===== src/rtl/axb_pkg.sv =====
// Shared definitions for the AXB crossbar arbiters: controller states,
// default crossbar dimensions and a one-hot to binary helper.
package axb_pkg;

    localparam int AXB_MSTN = 4;
    localparam int AXB_SLVN = 8;

    typedef logic [1:0] axb_state_t;

    localparam axb_state_t ST_IDLE = 2'd0;
    localparam axb_state_t ST_ADDR = 2'd1;
    localparam axb_state_t ST_DATA = 2'd2;

    // Caller guarantees at most one bit set; the OR of indices is then exact.
    function automatic int unsigned onehot2bin(input logic [31:0] i_oh);
        int unsigned v;
        v = 0;
        for (int i = 0; i < 32; i++) begin
            if (i_oh[i]) begin
                v = v | 32'(i);
            end
        end
        return v;
    endfunction

endpackage


===== src/rtl/axb_rr_pick.sv =====
// Combinational round-robin picker: first eligible requester at or after
// the pointer, wrapping from the top index back to zero.
module axb_rr_pick
    import axb_pkg::*;
#(
    parameter int MSTN = AXB_MSTN,
    parameter int IDW  = $clog2(MSTN)
) (
    input  logic [MSTN-1:0] i_eligible,
    input  logic [IDW-1:0]  i_rr_ptr,
    output logic [MSTN-1:0] o_win_oh,
    output logic [IDW-1:0]  o_win_id
);

    logic           w_found;
    logic [IDW:0]   w_sum;
    logic [IDW-1:0] w_idx;

    always_comb begin
        o_win_oh = '0;
        w_found  = 1'b0;
        w_sum    = '0;
        w_idx    = '0;
        for (int k = 0; k < MSTN; k++) begin
            w_sum = {1'b0, i_rr_ptr} + (IDW+1)'(k);
            if (w_sum >= (IDW+1)'(MSTN)) begin
                w_sum = w_sum - (IDW+1)'(MSTN);
            end
            w_idx = w_sum[IDW-1:0];
            if (!w_found && i_eligible[w_idx]) begin
                o_win_oh[w_idx] = 1'b1;
                w_found         = 1'b1;
            end
        end
    end

    assign o_win_id = IDW'(onehot2bin(32'(o_win_oh)));

endmodule


===== src/rtl/axb_slv_arb.sv =====
// Per-slave address arbiter: round-robin grant held from the address
// handshake through the last data beat, with a data-phase watchdog.
module axb_slv_arb
    import axb_pkg::*;
#(
    parameter int              MSTN     = AXB_MSTN,
    parameter logic [MSTN-1:0] MST_MASK = {MSTN{1'b1}},
    parameter int              TMO_W    = 8,
    parameter logic [TMO_W-1:0] TMO_MAX = TMO_W'(200),
    parameter int              IDW      = $clog2(MSTN)
) (
    input  logic            clk,
    input  logic            rst_n,
    input  logic [MSTN-1:0] m_req,
    output logic [MSTN-1:0] m_ack,
    output logic            s_valid,
    input  logic            s_ready,
    input  logic            d_done,
    output logic [MSTN-1:0] grant_oh,
    output logic [IDW-1:0]  grant_id,
    output logic            busy,
    output logic            tmo_err
);

    axb_state_t       r_state;
    logic [MSTN-1:0]  r_grant_oh;
    logic [IDW-1:0]   r_grant_id;
    logic [IDW-1:0]   r_rr_ptr;
    logic [TMO_W-1:0] r_tmo_cnt;

    logic [MSTN-1:0]  w_eligible;
    logic [MSTN-1:0]  w_win_oh;
    logic [IDW-1:0]   w_win_id;
    logic             w_addr_hs;
    logic             w_tmo_at_max;
    logic [IDW-1:0]   w_next_ptr;

    assign w_eligible = m_req & MST_MASK;

    axb_rr_pick #(
        .MSTN (MSTN),
        .IDW  (IDW)
    ) u_pick (
        .i_eligible (w_eligible),
        .i_rr_ptr   (r_rr_ptr),
        .o_win_oh   (w_win_oh),
        .o_win_id   (w_win_id)
    );

    assign w_addr_hs    = (r_state == ST_ADDR) && m_req[r_grant_id] && s_ready;
    assign w_tmo_at_max = (r_tmo_cnt == TMO_MAX);
    assign w_next_ptr   = (r_grant_id == IDW'(MSTN-1)) ? '0 : r_grant_id + IDW'(1);

    // A dropped request mid-address-phase keeps the grant; only valid follows it.
    assign s_valid  = (r_state == ST_ADDR) && m_req[r_grant_id];
    assign m_ack    = ((r_state == ST_ADDR) && s_ready) ? r_grant_oh : '0;
    assign grant_oh = r_grant_oh;
    assign grant_id = r_grant_id;
    assign busy     = (r_state != ST_IDLE);
    assign tmo_err  = (r_state == ST_DATA) && w_tmo_at_max && !d_done;

    always_ff @(posedge clk or negedge rst_n) begin
        if (!rst_n) begin
            r_state    <= ST_IDLE;
            r_grant_oh <= '0;
            r_grant_id <= '0;
            r_rr_ptr   <= '0;
            r_tmo_cnt  <= '0;
        end else begin
            case (r_state)
                ST_IDLE: begin
                    if (|w_eligible) begin
                        r_grant_oh <= w_win_oh;
                        r_grant_id <= w_win_id;
                        r_state    <= ST_ADDR;
                    end
                end
                ST_ADDR: begin
                    if (w_addr_hs) begin
                        r_tmo_cnt <= '0;
                        r_state   <= ST_DATA;
                    end
                end
                ST_DATA: begin
                    // Completion and watchdog expiry release the grant the same way.
                    if (d_done || w_tmo_at_max) begin
                        r_state    <= ST_IDLE;
                        r_rr_ptr   <= w_next_ptr;
                        r_grant_oh <= '0;
                        r_grant_id <= '0;
                    end else begin
                        r_tmo_cnt <= r_tmo_cnt + TMO_W'(1);
                    end
                end
                default: begin
                    r_state <= ST_IDLE;
                end
            endcase
        end
    end

endmodule


===== config.mk =====
export PLATFORM = sky130hd
export DESIGN_NAME = axb_slv_arb
export DESIGN_NICKNAME = d
export VERILOG_FILES = /design/src/rtl/axb_pkg.sv /design/src/rtl/axb_rr_pick.sv /design/src/rtl/axb_slv_arb.sv
export SDC_FILE = /design/constraint.sdc
export NUM_CORES = 1
export LEC_CHECK = 0
export CAP_MARGIN = 10
export CORE_ASPECT_RATIO = 1.75
export CORE_UTILIZATION = 40
export DETAILED_ROUTE_END_ITERATION = 12
export SLEW_MARGIN = 10
export SYNTH_ARGS = -nofsm -noshare
export SYNTH_HDL_FRONTEND = slang
export SYNTH_SLANG_ARGS = --single-unit

===== constraint.sdc =====
create_clock -name clk -period 4.42 [get_ports clk]
set_input_delay 1.105 -clock clk [delete_from_list [all_inputs] [get_ports clk]]
set_output_delay 1.105 -clock clk [all_outputs]
set_load 0.1 [all_outputs]

After elaboration in Yosys (flattened, before gate mapping)
Cells that the tools add are included.

Register bits after elaboration: 18. Input bits: 8. Output and inout port bits: 13. Logic and storage cells: 110.

$add $sub $neg: 9. $lt $le $gt $ge: 13. Eq/ne operators: 8. Muxes and demuxes: 46. Bitwise operators: 3. Reductions and logical operators: 26.

Operators with widths (number): $mux W4 (7); $mux W2 (11); $mux W8 (2); $pmux W8 S2 (1); $lt A2 B3 Y1 const B (5); $mux W1 (13); $logic_and A1 B1 Y1 (12); $or A4 B4 Y4 (3); $bmux W1 S2 (5); $ge A3 B3 Y1 const B (3); $reduce_and A3 Y1 (3); $add A8 B1 Y8 const B (1); $demux W1 S2 (4); $eq A8 B8 Y1 const B (1); $ge A2 B1 Y1 const B (4); $pmux W4 S2 (1); $sub A2 B1 Y2 const B (4); $add A2 B2 Y3 const B (2); $ne A2 B2 Y1 const B (3); $pmux W2 S3 (1); $reduce_bool A2 Y1 (3); $eq A2 B2 Y1 const B (2); $logic_not A1 Y1 (4); $pmux W2 S2 (1); other kinds (9) (9).

Logic depth before layout (Yosys ltp)
Gate-level depths: netlist of the first run.

Depth after elaboration: 19. Depth in mapped cells: 9. Gate-level depth less buffers: 7.

Hierarchy
Synthesis of the first run repeated with hierarchy kept, for this count alone.

Cells, all modules: 159. Area, all modules: 1435.1 um2.

By module, submodules not included: axb_slv_arb (instances 1, cells an instance 105, area each 987.2 um2, seq. area each 450.4 um2); axb_rr_pick (instances 1, cells an instance 54, area each 447.9 um2, seq. area each 0.0 um2).

Least setup slack after synthesis of the first run
No wires, ideal clock.

Kind: input port to output port. From: in d_done. To: out tmo_err. Arrival time: 3.203 ns. Setup slack: 0.112 ns. Cell stages on the path: 1. Path buffers: 0. Cell sequence: nor3_1.

Word-level cells in the longest chain between the ends: 2.

Ends and longest elaborated chain: from (decl) (RTL line axb_slv_arb.sv:18) `input logic d_done,`; $logic_not A1 Y1 (RTL line axb_slv_arb.sv:60) `assign tmo_err = (r_state == ST_DATA) && w_tmo_at_max && !d_done;`; $logic_and A1 B1 Y1 (RTL line axb_slv_arb.sv:60); to (decl) (RTL line axb_slv_arb.sv:22) `output logic tmo_err`.

Every way passes these cells.

Final worst setup path of the first run
From: in m_req[2]. To: out s_valid.

Word-level cells in the longest chain between the ends: 3.

Ends and longest elaborated chain: from (decl) (RTL line axb_slv_arb.sv:14) `input logic [MSTN-1:0] m_req,`; $bmux W1 S2 (RTL line axb_slv_arb.sv:55) `assign s_valid = (r_state == ST_ADDR) && m_req[r_grant_id];`; $mux W1 (implied by the code) (RTL line axb_slv_arb.sv:55); $logic_and A1 B1 Y1 (RTL line axb_slv_arb.sv:55); to (decl) (RTL line axb_slv_arb.sv:16) `output logic s_valid,`.

Every way passes these cells. The select of a mux whose other input is x is not followed.

==> results of run 1 <==
## routing by layer
layer | wire (um) | share of wire | track usage
met5 | 0 | 0 | 0
met4 | 74 | 0.023 | 0.0829
met2 | 1750 | 0.54 | 0.336
met1 | 1320 | 0.41 | 0.225
met3 | 72 | 0.022 | 0.0225
## cell families after synthesis
family                     Yosys count  share of synthesized area
and+or+nand+nor                     59                      0.235
AOI/OAI and AO/OA                   31                      0.154
DFF                                 18                      0.323
buffers and inverters               13                     0.0413
muxes                               11                      0.127
adders and majority gates            9                     0.0808
xor gates and xnor gates             6                     0.0377
## state kept, by name, summed over array words and instances, names as in the netlist
register   cells
r_state        2
r_rr_ptr       2
grant_oh       4
r_tmo_cnt      8
grant_id       2
## power by group
part / internal [mW] / leakage (nW) / switching [mW]
Combinational: 0.253 / 0.432 / 0.495
Sequential: 0.203 / 0.239 / 0.0711
Clock: 0.0791 / 0.0288 / 0.0534
## cell usage in the layout (no fill, tap or decap), types with 2 or more instances in the layout
master	synthesis	layout
dfrtp_1	18	18
clkdlybuf4s50_1	0	14
nor2_1	11	11
nand2_1	11	11
o21ai_0	9	9
a21oi_1	9	9
ha_1	9	9
inv_1	8	8
and2_1	6	6
xor2_1	6	6
buf_4	0	6
mux4_2	5	5
nand3_1	4	4
nand2b_1	4	4
mux2_2	4	4
nor2b_1	4	4
clkbuf_8	0	4
a22oi_1	3	3
and3_1	3	3
nand4_1	3	3
and3b_1	2	2
mux2i_1	2	2
nand3b_1	2	2
## through the flow
stage | cell area [um2] | setup WS (ns)
after floorplan | 1390 | 0.112
after global placement | 1610 | 0.751
after detailed placement | 1610 | 0.697
after CTS | 1660 | 0.697
after global routing | 1660 | 0.653
final | 1660 | 0.693
## final timing paths
kind / start / end / slack (ns) / depth (start not counted)
setup / recovery: m_req[2] / s_valid / 0.69 / 4
setup reg to reg: r_rr_ptr[0] / grant_id[1] / 1.79 / 7
min in group asynchronous: rst_n / r_tmo_cnt[4] / 1.31 / 1
hold reg to reg: grant_oh[1] / grant_oh[1] / 0.50 / 2
max in group asynchronous: rst_n / r_tmo_cnt[5] / 2.61 / 1
hold / removal: grant_oh[1] / grant_oh[1] / 0.50 / 2
## worst register-to-register path, delay by kind of cell (launching register included)
family          cells  cell delay, ns
compound gates      3            0.59
fa+ha+maj           1            0.44
buf+inv             1            0.24
flops               1            0.70
mux                 1            0.40
simple gates        1            0.14
## area by class of cell
class,instances,area [um2]
Fill cell,344,1700
Multi-Input combinational cell,116,886
Inverter,8,30.0
Clock buffer,4,55.1
Tap cell,45,56.3
Sequential cell,18,450
Timing Repair Buffer,20,185
==> run metrics, run 1 <==
Worst Tran Pin Value 0.980 ns; Die W 46.6 um; CTS Hold Bufs 0; CP startpoint kind input pin; VDD IR max slightly above 400 uV; Non-Filler Instances roughly 210; DRC viols 0; initial antenna violation count 0; top-count cell post-synth dfrtp_1; fmax 0.268 GHz; placed cell count between 200 and 250; DR vias/cell 5.55; Num CTS Buffers 3; slowest cell on the critical path mux4_2; post-synthesis sequential area ratio 0.323; clock-pin slew on the worst setup and hold paths about 0.06 ns; Core Box Area 3360 um2; Cell Area, Synth between 1000 and 1500 um2; Post-Route WL around 3.2 mm; crit-path max cell delay 0.56 ns; Syn-to-layout area delta 19.3%; detailed placement HPWL approximately 2.6 mm; status finished clean; CTS tree built; Crit. End Element output port; drt first pass iters 4; clk_lat worst skew ~0.25 ns; CTS Buffer Depth 2; syn nets 164; I/O pin cnt 21; total track usage 0.193; vias in the first global route between 1000 and 1500; layout net count between 150 and 200; critical path class input pin to output port; first-pass GRT wire length roughly 5.2 mm; Hold WC Path Type register to register; final hold vios 0; post-synth top area share 0.323; Final min period between 3 and 4 ns; Worst slew margin 0.345; Final Power between 1 and 1.5 mW; dominant synthesized flop cell dfrtp_1; pin count of the biggest net entering global routing 19; Cell variety after synth 42; gr ovfl total 0; FP Rows 28; crit-path cells clkdlybuf4s50_1 -> mux4_2 -> and3b_1 -> buf_4; Worst path top cell family by delay buffers and inverters; Syn. warnings 0; Pwr per Cell Area slightly below 700 nW/um2; EDFF count, synth 0; CP bufs+invs 2; Post-CTS Setup Repair Bufs 0; clock sinks 18; antenna-violating nets left 0; Max FO, Critical Path 9; CTS-repair resized insts 0; clk_skew 0.00118 ns; Slew Viols, Final 0; # setup viols final 0; Initial Util 0.414; DR iter-0 viols 34; IO buf count 20; register bit total from synthesis 18; FFs w/ async S/R, synth 1.00; Core Util, Final 0.494; final RePlAce weighted congestion 0.865; Worst Path Arrival ~2.6 ns; Die ar. 3730 um2; worst hold margin ~0.50 ns; CTS H-Tree Depth 1; synthesized area per cell roughly 9.5 um2; top post-synthesis cells by area dfrtp_1 (32%), ha_1 (8.1%), mux4_2 (8.1%), xor2_1 (3.8%), a21oi_1 (3.2%); cell taking the most area after synthesis dfrtp_1; period utilisation layout 0.843; wire per inst 15.3 um; root buf cell clkbuf_8; post-route setup TNS 0 ns; diode count 0; Die Span Y about 80 um; layout cell share with drive strength beyond 1 0.139; Crit path required time ~3.3 ns; RSZ-0062 raised after global routing false; synthesized instance count about 150; Lkg Pwr around 0.7 nW; via total after detailed routing approximately 1200; Post-synth top cells dfrtp_1 (18), nand2_1 (11), nor2_1 (11); max-cap viol count 0
(Power assumes the default switching activity.)
==> inputs of run 2 (changes only) <==
- clock period: 4.42 -> 3.2 ns (I/O delays scaled with it)
==> run 2 against run 1 <==
Compared with the run above:
- first-iteration DRC count is 2.9% lower
- non-clock buffer count is 3 higher
- combinational power is 48% higher
- count of clock-buffer cells in the layout stayed put
- critical endpoint unchanged
- sequential power is 30% higher
- critical path depth stayed put
- design area is 5.1% higher
- largest power group unchanged
==> run metrics, run 2 (synthesis results as in run 1) <==
# setup viols final 0 (unchanged); fillcell total 323 (was 344); total track usage 0.193 (about the same); CTS tree built (unchanged); status finished clean (unchanged); R2R depth 7 (unchanged); antenna-violating nets left 0 (unchanged); clock-pin slew on the worst setup and hold paths 0.07 ns (was 0.06 ns); CTS Hold Bufs 0 (unchanged); most used routing layer met2 (unchanged); r2r setup slk 0.69 ns (was 1.79 ns); R2R Path Start r_rr_ptr[1] (was r_rr_ptr[0]); initial antenna violation count 0 (unchanged); fmax around 0.33 GHz; setup ws final 0.134 ns (was 0.693 ns); GR Util met1 0.234 (was 0.225); final hold vios 0 (unchanged); Max FO, Critical Path 9 (unchanged); max-cap viol count 0 (unchanged); Worst Path Arrival 2.27 ns (was 2.62 ns); Post-CTS Setup Repair Bufs 0 (unchanged); CTS-repair resized insts 0 (unchanged); FP Rows 28 (unchanged); vias in the first global route 1171 (was 1117); Initial Util 0.414 (unchanged); DR vias/cell 5.60 (was 5.55); Syn-to-layout area delta 25.4% (was 19.3%); CP startpoint kind input pin (unchanged); gr ovfl total 0 (unchanged); Post-Route WL 3.11 mm (was 3.22 mm); Final Cell Area 1750 um2 (was 1660 um2); RSZ-0062 raised after global routing false (unchanged); post-route setup TNS 0 ns (unchanged); diode count 0 (unchanged); Worst slew margin 0.458 (was 0.345); slowest cell on the critical path mux4_2 (unchanged); clk_skew 0.00288 ns (was 0.00118 ns); VDD IR max 479 uV (was 409 uV); critical path class input pin to output port (unchanged); layout cell share with drive strength beyond 1 0.201 (was 0.139); wire per inst 14.5 um (was 15.3 um); Crit. End Element output port (unchanged); met3 global-route usage 0.0225 (unchanged); period utilisation layout 0.958; crit-path max cell delay 0.55 ns (was 0.56 ns); DRC viols 0 (unchanged); Die Span Y 80.1 um (unchanged); DR iter-0 viols 33 (was 34); max FFs per register 8 (unchanged); Num CTS Buffers 3 (unchanged); Final Power 1.65 mW (was 1.16 mW); Crit path required time 2.40 ns (was 3.31 ns); final RePlAce weighted congestion 0.872 (was 0.865); Cells on Worst Hold Path 2 (unchanged); via total after detailed routing 1198 (was 1170); setup slack after placement 0.137 ns (was 0.697 ns); Lkg Pwr 0.742 nW (was 0.700 nW); clock sinks 18 (unchanged); detailed placement HPWL 2.47 mm (was 2.56 mm); Final min period between 3 and 4 ns; placed instance area 1690 um2 (was 1610 um2); CTS Buffer Depth 2 (unchanged); CTS H-Tree Depth 1 (unchanged); root buf cell clkbuf_8 (unchanged); Hold Crit Start grant_oh[1] (unchanged); Worst Tran Pin Value 0.811 ns (was 0.980 ns); IO buf count 20 (unchanged); Core Util, Final 0.520 (was 0.494); Die ar. 3730 um2 (unchanged); Pwr per Cell Area 943 nW/um2 (was 695 nW/um2); first-pass GRT wire length 5.27 mm (was 5.23 mm); drt first pass iters 5 (was 4); commonest non-fill, non-tap cell in the layout dfrtp_1 (unchanged); clk_lat worst skew 0.25 ns (about the same); layout net count 187 (was 184); Hold Path Sink grant_oh[1] (unchanged); I/O pin cnt 21 (unchanged); pin count of the biggest net entering global routing 19 (unchanged); Core Box Area 3360 um2 (unchanged); Hold WC Path Type register to register (unchanged); Slew Viols, Final 0 (unchanged); Biggest register r_tmo_cnt (unchanged); crit-path cells clkdlybuf4s50_1 -> mux4_2 -> and3b_1 -> buf_12 (was clkdlybuf4s50_1 -> mux4_2 -> and3b_1 -> buf_4); met2 usage 0.328 (was 0.336); most frequent cells in the layout dfrtp_1 (18), nor2_1 (11), nand2_1 (11) (was dfrtp_1 (18), clkdlybuf4s50_1 (14), nor2_1 (11), nand2_1 (11)); RR Endpoint grant_id[1] (unchanged); Die W 46.6 um (unchanged)
## run 2: cell types whose count changed in the layout (fill, tap and decap cells not counted)
cell	change
buf_12	+6
buf_4	+4
clkdlybuf4s50_1	-7
nor3_1	-1
nor3_2	+1
## run 2: area by class of cell
class                   instances  area, um2  share of cell area
flip-flops and latches         18        450               0.258
well taps                      45       56.3              0.0322
multi-input cells             116        891               0.510
clock buffers                   4       55.1              0.0315
inverters                       8       30.0              0.0172
repair buffers                 23        265               0.152
## run 2: report_power, final
| part | switching (mW) | internal (mW) |
|---|---|---|
| combinational | 0.722 | 0.388 |
| sequential | 0.0750 | 0.281 |
| clock | 0.0737 | 0.109 |
## run 2: metal layers
layer / share of wire / routed length [um]
met1: 0.40 / 1250
met2: 0.54 / 1680
met3: 0.029 / 89
met4: 0.028 / 87
met5: 0 / 0
## run 2: metrics by stage
step / hold slack [ns] / instances
after detailed placement: 0.493 / 210
after global placement: 0.491 / 210
after global routing: 0.544 / 214
final: 0.506 / 214
after floorplan: 0.482 / 147
after CTS: 0.506 / 214
## run 2: worst max-delay path by stage
stage / from / endpoint / slack, ns
after floorplan: r_tmo_cnt[0] / tmo_err / 0.23
after global placement: m_req[3] / s_valid / 0.17
after detailed placement: m_req[3] / s_valid / 0.14
after CTS: m_req[3] / s_valid / 0.14
after global routing: m_req[3] / s_valid / 0.09
final: m_req[3] / s_valid / 0.13
## run 2: worst max-delay path, delay by kind of cell
family / cells / cell delay [ns]
AND/OR/NAND/NOR: 1 / 0.23
multiplexers: 1 / 0.55
buffers and inverters: 2 / 0.69
==> inputs of run 3 (changes only) <==
- CORE_MARGIN: default -> 3
- SLEW_MARGIN: 10 -> 20
==> run 3 against run 2 <==
Compared with the run above:
- register-to-register slack better by 0.02 ns
- core utilization is 2.3 points higher
- worst setup slack better by 0.10 ns
- sequential power hardly changed
- via count is 3.5% higher
- die area is 14% higher
- critical path type unchanged
- largest cell class unchanged
- largest power group unchanged
==> run metrics, run 3 (synthesis results as in run 1) <==
placed cell count 210 (unchanged); Worst Tran Pin Value 0.810 ns (was 0.811 ns); via total after detailed routing 1240 (was 1198); CP startpoint kind input pin (unchanged); setup ws final 0.238 ns (was 0.134 ns); CTS Hold Bufs 0 (unchanged); CTS tree built (unchanged); Post-Route WL 3.28 mm (was 3.11 mm); Register Area 450 um2 (unchanged); gr ovfl total 0 (unchanged); status finished clean (unchanged); max-cap viol count 0 (unchanged); Non-Filler Instances 214 (unchanged); commonest non-fill, non-tap cell in the layout dfrtp_1 (unchanged); antenna-violating nets left 0 (unchanged); most used routing layer met2 (unchanged); DR vias/cell 5.79 (was 5.60); total track usage 0.171 (was 0.193); Initial Util 0.430 (was 0.414); Max FO, Critical Path 3 (was 9); Crit. End Element output port (unchanged); met3 global-route usage 0.0143 (was 0.0225); met2 usage 0.313 (was 0.328); IO buf count 20 (unchanged); layout net count 189 (was 187); footprint of the multi-input gates 891 um2 (unchanged); Worst slew margin 0.458 (about the same); Worst Path Arrival 2.16 ns (was 2.27 ns); first-pass GRT wire length 5.73 mm (was 5.27 mm); clk_skew 0.00373 ns (was 0.00288 ns); Hold Path Sink grant_oh[1] (unchanged); I/O pin cnt 21 (unchanged); Die Span Y 84.1 um (was 80.1 um); CTS Buffer Depth 2 (unchanged); detailed placement HPWL 2.61 mm (was 2.47 mm); diode count 0 (unchanged); Post-CTS Setup Repair Bufs 0 (unchanged); setup slack after placement 0.246 ns (was 0.137 ns); VDD IR max 554 uV (was 479 uV); Num CTS Buffers 3 (unchanged); most frequent cells in the layout dfrtp_1 (18), buf_4 (12), nor2_1 (11), nand2_1 (11) (was dfrtp_1 (18), nor2_1 (11), nand2_1 (11)); Cells on Worst Hold Path 2 (unchanged); Biggest register r_tmo_cnt (unchanged); Final Power 1.65 mW (about the same); final hold vios 0 (unchanged); Slew Viols, Final 0 (unchanged); final RePlAce weighted congestion 0.836 (was 0.872); RSZ-0062 raised after global routing false (unchanged); FP Rows 27 (was 28); RR Endpoint grant_id[1] (unchanged); pin count of the biggest net entering global routing 19 (unchanged); Crit path required time 2.40 ns (about the same); Lkg Pwr 0.752 nW (was 0.742 nW); Syn-to-layout area delta 26.3% (was 25.4%); clk_lat worst skew 0.25 ns (about the same); vias in the first global route 1252 (was 1171); clock-pin slew on the worst setup and hold paths 0.07 ns (about the same); Die ar. 4260 um2 (was 3730 um2); fillcell total 325 (was 323); R2R Path Start r_rr_ptr[1] (unchanged); critical path class input pin to output port (unchanged); GR Util met1 0.188 (was 0.234); initial antenna violation count 0 (unchanged); Pwr per Cell Area 940 nW/um2 (was 943 nW/um2); worst hold margin 0.510 ns (was 0.506 ns); Hold Crit Start grant_oh[1] (unchanged); r2r setup slk 0.71 ns (was 0.69 ns); R2R depth 7 (unchanged); Die W 50.6 um (was 46.6 um); Hold WC Path Type register to register (unchanged); post-route setup TNS 0 ns (unchanged); Final min period 2.96 ns (was 3.07 ns); root buf cell clkbuf_8 (unchanged); max FFs per register 8 (unchanged); layout cell share with drive strength beyond 1 0.211 (was 0.201); fmax 0.338 GHz (was 0.326 GHz); DRC viols 0 (unchanged); clock sinks 18 (unchanged); Core Box Area 3240 um2 (was 3360 um2); CTS-repair resized insts 0 (unchanged); period utilisation layout 0.926 (was 0.958); CTS H-Tree Depth 1 (unchanged); wire per inst 15.3 um (was 14.5 um); drt first pass iters 4 (was 5); # setup viols final 0 (unchanged); DR iter-0 viols 30 (was 33)
[run 3: layout make-up]
cell class | count | share of cell area
inverter | 8 | 0.0171
sequential | 18 | 0.256
tap | 43 | 0.0306
timing repair buffer | 25 | 0.159
multi-input combinational | 116 | 0.506
clock buffer | 4 | 0.0313
[run 3: metrics by stage]
stage | util | area (um2)
finish | 0.543 | 1760
global route | 0.543 | 1760
CTS | 0.543 | 1760
detailed placement | 0.526 | 1710
global placement | 0.526 | 1710
floorplan | - | 1400
[run 3: power breakdown]
group	leakage, nW	switching (mW)	internal, mW
Clock	0.0288	0.0761	0.109
Combinational	0.484	0.724	0.390
Sequential	0.239	0.0735	0.281
Total	0.752	0.874	0.781
[run 3: how the worst max path moves through the flow]
| stage | start | to | slack, ns | cells past startpoint |
|---|---|---|---|---|
| after floorplan | r_tmo_cnt[0] | tmo_err | 0.23 | 5 |
| after global placement | m_req[0] | s_valid | 0.27 | 4 |
| after detailed placement | m_req[0] | s_valid | 0.25 | 4 |
| after CTS | m_req[0] | s_valid | 0.24 | 4 |
| after global routing | m_req[0] | s_valid | 0.22 | 4 |
| final | m_req[0] | s_valid | 0.24 | 4 |
[run 3: per-layer routing]
metal	share of wire	up-vias	wire length [um]
met3	0.030	8	98
met2	0.54	30	1790
met1	0.40	614	1300
met5	0	-	0
met4	0.028	0	91
li1	-	588	-
[run 3: worst max-delay path, stage by stage]
cell and delay, ns:
clkdlybuf4s50_1 0.44, mux4_2 0.52, and3b_1 0.23, buf_12 0.17
